$ cat src/rtl/muldiv_pkg.sv
// muldiv_pkg: shared definitions for the RV32M multiply/divide unit.
//   op_e        RV32M funct3 encodings
//   state_e     control FSM states
//   ITER_COUNT  radix-2 iterations per operation
//   signed_a / signed_b  operand signedness per op
package muldiv_pkg;

  typedef enum logic [2:0] {
    OP_MUL    = 3'b000,
    OP_MULH   = 3'b001,
    OP_MULHSU = 3'b010,
    OP_MULHU  = 3'b011,
    OP_DIV    = 3'b100,
    OP_DIVU   = 3'b101,
    OP_REM    = 3'b110,
    OP_REMU   = 3'b111
  } op_e;

  typedef enum logic [1:0] {
    IDLE = 2'b00,
    CALC = 2'b01,
    FIN  = 2'b10
  } state_e;

  localparam int unsigned ITER_COUNT = 32;

  function automatic logic signed_a(input op_e op);
    return (op == OP_MUL) || (op == OP_MULH) || (op == OP_MULHSU) ||
           (op == OP_DIV) || (op == OP_REM);
  endfunction

  function automatic logic signed_b(input op_e op);
    return (op == OP_MUL) || (op == OP_MULH) || (op == OP_DIV) || (op == OP_REM);
  endfunction

endpackage

$ cat src/rtl/muldiv_iter.sv
// muldiv_iter: one radix-2 step of the multiply/divide datapath (combinational).
//   is_div   1 = restoring-divide step, 0 = shift-add multiply step
//   acc_in   64-bit accumulator {hi, lo}
//   operand  multiplicand (multiply) or divisor magnitude (divide)
//   acc_out  accumulator after this step
// Optional feature macro: RV32M_DIV_EN (divide step present only when defined).
module muldiv_iter
  import muldiv_pkg::*;
#(
  parameter int unsigned XLEN = 32
) (
  input  logic                is_div,
  input  logic [2*XLEN-1:0]   acc_in,
  input  logic [XLEN-1:0]     operand,
  output logic [2*XLEN-1:0]   acc_out
);

  logic [XLEN:0]     sum;
  logic [2*XLEN-1:0] mul_out;

  // Multiply: lo holds the remaining multiplier bits; add into hi when the
  // current LSB is set, then shift the whole accumulator (with carry) right.
  always_comb begin
    sum = {1'b0, acc_in[2*XLEN-1:XLEN]} + {1'b0, operand};
    if (acc_in[0]) begin
      mul_out = {sum, acc_in[XLEN-1:1]};
    end else begin
      mul_out = {1'b0, acc_in[2*XLEN-1:1]};
    end
  end

`ifdef RV32M_DIV_EN
  logic [XLEN:0]     diff;
  logic [2*XLEN-1:0] div_out;

  // Divide: hi is the partial remainder, lo shifts the dividend out and the
  // quotient bits in. Trial subtract on the shifted remainder; keep it if
  // non-negative.
  always_comb begin
    diff = acc_in[2*XLEN-1:XLEN-1] - {1'b0, operand};
    if (!diff[XLEN]) begin
      div_out = {diff[XLEN-1:0], acc_in[XLEN-2:0], 1'b1};
    end else begin
      div_out = {acc_in[2*XLEN-2:0], 1'b0};
    end
  end

  assign acc_out = is_div ? div_out : mul_out;
`else
  logic unused_is_div;
  assign unused_is_div = is_div;
  assign acc_out       = mul_out;
`endif

endmodule

$ cat src/rtl/muldiv_unit.sv
// muldiv_unit: iterative RV32M multiply/divide unit with register-file write-back.
//   clk, rst            clock, synchronous active-high reset
//   start, op           request (sampled only in IDLE) and RV32M funct3
//   rs1_data, rs2_data  operands A and B
//   rd_addr             destination register
//   busy                unit not idle
//   done                one-cycle result-valid pulse
//   result              result, held until the next completion
//   wb_addr, wb_ena     register-file write address / enable (never x0)
// Optional feature macro: RV32M_DIV_EN (divide/remainder ops). Without it,
// divide ops complete immediately with result 0 and no write-back.
// done/result/wb_* are registered on the FIN->IDLE edge, so the done cycle
// is already IDLE and a new start is accepted on the following edge.
module muldiv_unit
  import muldiv_pkg::*;
#(
  parameter int unsigned XLEN = 32
) (
  input  logic            clk,
  input  logic            rst,
  input  logic            start,
  input  logic [2:0]      op,
  input  logic [XLEN-1:0] rs1_data,
  input  logic [XLEN-1:0] rs2_data,
  input  logic [4:0]      rd_addr,
  output logic            busy,
  output logic            done,
  output logic [XLEN-1:0] result,
  output logic [4:0]      wb_addr,
  output logic            wb_ena
);

  localparam logic [4:0] LAST_ITER = 5'(ITER_COUNT - 1);

  state_e            state;
  op_e               op_q;
  logic [4:0]        cnt;
  logic [2*XLEN-1:0] acc;
  logic [2*XLEN-1:0] acc_next;
  logic [XLEN-1:0]   opnd;
  logic              a_sgn_q, b_sgn_q;
  logic              spec_q, wr_q;
  logic [XLEN-1:0]   spec_res_q;
  logic [4:0]        rd_q;

  logic              a_sgn, b_sgn;
  logic [XLEN-1:0]   a_mag, b_mag;
  logic              spec;
  logic              spec_wr;
  logic [XLEN-1:0]   spec_res;
  logic [2*XLEN-1:0] prod;
  logic [XLEN-1:0]   fix_res;

  assign busy = (state != IDLE);

  muldiv_iter #(.XLEN(XLEN)) u_iter (
    .is_div  (op_q[2]),
    .acc_in  (acc),
    .operand (opnd),
    .acc_out (acc_next)
  );

  // Request decode: operand magnitudes and single-cycle special cases.
  always_comb begin
    a_sgn = rs1_data[XLEN-1] & signed_a(op_e'(op));
    b_sgn = rs2_data[XLEN-1] & signed_b(op_e'(op));
    a_mag = a_sgn ? (~rs1_data + XLEN'(1)) : rs1_data;
    b_mag = b_sgn ? (~rs2_data + XLEN'(1)) : rs2_data;
    spec     = 1'b0;
    spec_wr  = 1'b1;
    spec_res = '0;
`ifdef RV32M_DIV_EN
    if (op[2] && (rs2_data == '0)) begin
      spec     = 1'b1;
      spec_res = op[1] ? rs1_data : '1;
    end else if (op[2] && !op[0] && (rs1_data == {1'b1, {(XLEN-1){1'b0}}}) &&
                 (rs2_data == '1)) begin
      spec     = 1'b1;
      spec_res = op[1] ? '0 : {1'b1, {(XLEN-1){1'b0}}};
    end
`else
    if (op[2]) begin
      spec    = 1'b1;
      spec_wr = 1'b0;
    end
`endif
  end

  // Sign correction of the magnitude result.
  always_comb begin
    prod    = (a_sgn_q ^ b_sgn_q) ? (~acc + (2*XLEN)'(1)) : acc;
    fix_res = (op_q == OP_MUL) ? prod[XLEN-1:0] : prod[2*XLEN-1:XLEN];
`ifdef RV32M_DIV_EN
    if (op_q[2]) begin
      if (op_q[1]) begin
        fix_res = a_sgn_q ? (~acc[2*XLEN-1:XLEN] + XLEN'(1)) : acc[2*XLEN-1:XLEN];
      end else begin
        fix_res = (a_sgn_q ^ b_sgn_q) ? (~acc[XLEN-1:0] + XLEN'(1)) : acc[XLEN-1:0];
      end
    end
`endif
  end

  always_ff @(posedge clk) begin
    if (rst) begin
      state      <= IDLE;
      op_q       <= OP_MUL;
      cnt        <= '0;
      acc        <= '0;
      opnd       <= '0;
      a_sgn_q    <= 1'b0;
      b_sgn_q    <= 1'b0;
      spec_q     <= 1'b0;
      wr_q       <= 1'b0;
      spec_res_q <= '0;
      rd_q       <= '0;
      done       <= 1'b0;
      result     <= '0;
      wb_addr    <= '0;
      wb_ena     <= 1'b0;
    end else begin
      done   <= 1'b0;
      wb_ena <= 1'b0;
      case (state)
        IDLE: begin
          if (start) begin
            op_q       <= op_e'(op);
            acc        <= {{XLEN{1'b0}}, a_mag};
            opnd       <= b_mag;
            a_sgn_q    <= a_sgn;
            b_sgn_q    <= b_sgn;
            spec_q     <= spec;
            wr_q       <= spec ? spec_wr : 1'b1;
            spec_res_q <= spec_res;
            rd_q       <= rd_addr;
            cnt        <= '0;
            state      <= spec ? FIN : CALC;
          end
        end
        CALC: begin
          acc <= acc_next;
          cnt <= cnt + 5'd1;
          if (cnt == LAST_ITER) begin
            state <= FIN;
          end
        end
        FIN: begin
          done    <= 1'b1;
          result  <= spec_q ? spec_res_q : fix_res;
          wb_addr <= rd_q;
          wb_ena  <= wr_q && (rd_q != 5'd0);
          cnt     <= '0;
          state   <= IDLE;
        end
        default: state <= IDLE;
      endcase
    end
  end

endmodule

$ cat config.mk
export PLATFORM = sky130hd
export DESIGN_NAME = muldiv_unit
export DESIGN_NICKNAME = d
export VERILOG_FILES = /design/src/rtl/muldiv_pkg.sv /design/src/rtl/muldiv_iter.sv /design/src/rtl/muldiv_unit.sv
export SDC_FILE = /design/constraint.sdc
export NUM_CORES = 1
export LEC_CHECK = 0
export CORE_MARGIN = 3
export CORE_UTILIZATION = 45
export DETAILED_ROUTE_END_ITERATION = 12
export PLACE_DENSITY = 0.66
export RECOVER_POWER = 50
export SLEW_MARGIN = 30
export SYNTH_ARGS = -nofsm -noshare
export SYNTH_HDL_FRONTEND = slang
export SYNTH_SLANG_ARGS = --single-unit
$ cat constraint.sdc
create_clock -name clk -period 3.2 [get_ports clk]
set_clock_uncertainty 0.05 [all_clocks]
set_input_delay 0.32 -clock clk [delete_from_list [all_inputs] [get_ports clk]]
set_output_delay 0.32 -clock clk [all_outputs]
set_load 0.02 [all_outputs]
==> impl_metrics.tcl <==
set metrics [dict create \
    status "completed" \
    drt_wl_total_mm 31.39 \
    period_needed_ps 3036 \
    max_freq_ghz 0.3294 \
    dieWidth_um 156.4 \
    gr-total-overflow 0 \
    syn-instance-count 1308 \
    drive_above_1_share_pct 12.72 \
    clockBufferDepth 2 \
    gr-usage-met1_pct 35.87 \
    routabilityCongestion 0.9232 \
    syn_avg_cell_area_um2 7.787 \
    slew_headroom_pct 0.8476 \
    clk_pin_slew_ps 70 \
    core_area_mm2 0.02203 \
    power_mw 5.495 \
    viasPerCell 5.934 \
    final_antenna_net_count 0 \
    clock_latency_ps 440 \
    grt_usage_pct 25.43 \
    critPathSlowestCell "a2111o_1" \
    hold_path_class "input port to flop" \
    fill_cells 2084 \
    tightest_slew_ps 1486 \
    leakage_nw 5.087 \
    ys_warn_count 0 \
    synth_edf_count 0 \
    cts_root_buf "clkbuf_16" \
    fp.dieH_um 156.4 \
    max_stage_delay_ps 450 \
    pre_cts_slack_ps -268.7 \
    syn-num-nets 1421 \
    h-tree-depth 4 \
    drc 0 \
    dr.pass1.iters 6 \
    netlist_area_mm2 0.01018 \
    wl_per_cell_um 17.70 \
    die_area_mm2 0.02447 \
    fin_cells 1774 \
    pin_count 115 \
    start_util_pct 46.24 \
    setup_slack_ps 164.2 \
    synth.distinct_cells 66 \
    grt_antenna_before_repair 0 \
    vias 10530 \
    grt_first_pass_wirelength_mm 51.07 \
    grt_pass1_vias 9939 \
    portBuffers 114 \
    yosysSeqAreaShare_pct 30.07 \
    cts_buffers 17 \
    synth-seq-cells 153 \
    hold_buffers 0 \
    rsz0062_at_grt "false" \
    antenna_cells 0 \
    ir_drop_v 0.0004138 \
    min_period_over_period_pct 94.87 \
    grt_max_degree 54 \
    cts_sinks 153 \
    nets 1594 \
    path_class "flop to flop" \
    first_iter_violations 930 \
    hold_viol 0 \
    powerDensity_mw_per_mm2 422.7 \
    cts_tree "built" \
    postCtsSetupRepairBufs 0 \
    grt_util_met2_pct 40.96 \
    setup_viol 0 \
    grt.met3_usage_pct 4.729 \
    end_kind "flop" \
    drv_slew 0 \
    placed_cells 1742 \
    cp_max_fo 3 \
    fp-row-count 54 \
    stdcell_area_mm2 0.01300 \
    place_area_mm2 0.01238 \
    synth_ff_type "dfxtp_1" \
    critPathRequiredTime_ps 3480 \
    crit_chain "ha_1 > nand3_1 > o221a_2 > or3_1 > o41ai_1 > buf_4 > o311ai_0 > buf_4 > a2111o_1 > a21o_1 > a31o_2" \
    cap_violations 0 \
    critPathArrivalTime_ps 3310 \
    post-dp-hpwl_mm 24.05 \
    synthToLayoutAreaGrowth_pct 27.65 \
    critPathLaunchType "flop" \
    busiest_layer "met2" \
    synthArstFlopShare_pct 0 \
    crit_path_frequent_cell "buf_4" \
    finish.utilization_pct 59.03 \
]
==> timing repair <==
| item | in CTS | in global routing |
|---|---|---|
| resized for setup | 0 | 2 |
| hold endpoints to repair | 0 | 0 |
| setup endpoints to repair | 0 | 2 |
==> sequential cells by signal, indices dropped and copies added, names as in the netlist, 2 cells and up <==
register,cells
acc,64
cnt,5
op_q,3
opnd,32
rd_q,5
result,32
state,2
wb_addr,5
==> power breakdown <==
part	total, mW	internal, mW	switching, mW
logic	1.25	0.550	0.700
clock network	2.12	1.14	0.987
registers	2.12	2.01	0.113
total	5.50	3.69	1.80
==> final cells by class <==
| cell class | instances | area [um^2] | area share, % |
|---|---|---|---|
| Multi-Input combinational cell | 1045 | 6750 | 51.92 |
| Sequential cell | 153 | 3063 | 23.56 |
| Timing Repair Buffer | 244 | 2135 | 16.42 |
| Clock buffer | 17 | 425.4 | 3.272 |
| Tap cell | 280 | 350.3 | 2.695 |
| Clock inverter | 15 | 202.7 | 1.559 |
| Inverter | 20 | 75.07 | 0.5774 |
==> metrics by stage <==
| stage | setup TNS [ps] | hold slack [ps] |
|---|---|---|
| floorplan | 0 | 374.7 |
| global placement | -800.6 | 394.5 |
| detailed placement | -1083 | 399.5 |
| CTS | 0 | 287.3 |
| global route | 0 | 304.9 |
| finish | 0 | 287.0 |
==> layer usage <==
layer	share of wire, %	wire length [um]
met3	6.6	2087
met1	46	14550
met4	1.5	462
met5	0	0
met2	46	14290
==> placed cells by master, fill, tap and decap left out, drive strengths merged, types with 26 or more instances in the layout <==
cell / Yosys / layout
buf: 3 / 125
o21ai: 79 / 79
xor2: 63 / 63
ha: 37 / 37
nand2: 115 / 115
dlygate4sd3: 0 / 40
nor2: 162 / 162
a211oi: 33 / 33
a21oi: 107 / 107
inv: 20 / 26
a22oi: 44 / 44
nor3: 33 / 33
dfxtp: 153 / 153
clkdlybuf4s50: 0 / 73
xnor2: 71 / 71
==> synth_stat cells (all sizes together), types with 12 or more instances <==
master | number | area [um^2]
xnor2 | 71 | 621.9
ha | 37 | 462.9
clkbuf | 87 | 326.6
a222oi | 23 | 230.2
o21ai | 79 | 395.4
xor2 | 63 | 551.8
a21o | 14 | 105.1
a21oi | 107 | 535.5
a211oi | 33 | 247.7
nor4 | 12 | 90.09
o22ai | 18 | 112.6
o31ai | 25 | 187.7
nor2 | 162 | 608.1
dfxtp | 153 | 3063
inv | 20 | 75.07
o41ai | 13 | 136.4
or4 | 25 | 206.4
nand3 | 18 | 90.09
a22oi | 44 | 330.3
nand2 | 115 | 431.7
nor3 | 33 | 170.2
or3 | 25 | 156.4
==> worst max-delay path: cells and delay by family, from the launching register on <==
family	cells	cell delay [ps]
AOI/OAI and AO/OA	6	1380
DFF	1	350
adders and majority gates	1	330
buffers and inverters	2	360
and+or+nand+nor	2	460
==> kinds of logic (layout without fill, tap and decap cells) <==
group	count (synthesis)	in the layout	synth area share, %
simple gates	433	433	20.02
compound gates	424	424	27.94
flops	153	153	30.07
xor+xnor	134	134	11.52
buf+inv	110	296	4.066
fa+ha+maj	38	38	4.742
mux	16	16	1.634
==> worst paths after layout <==
path                                 from                       to  slack [ps]  depth (start not counted)
hold / removal                        rst   result[4]$_SDFFE_PP0P_         290                          2
setup reg to reg    opnd[10]$_SDFFE_PP0P_     acc[62]$_SDFFE_PP0P_         160                         11
hold reg to reg   wb_addr[0]$_SDFFE_PP0P_  wb_addr[0]$_SDFFE_PP0P_         410                          2
setup / recovery    opnd[10]$_SDFFE_PP0P_     acc[62]$_SDFFE_PP0P_         160                         11
No activity file was read; power rests on OpenSTA's default activity.
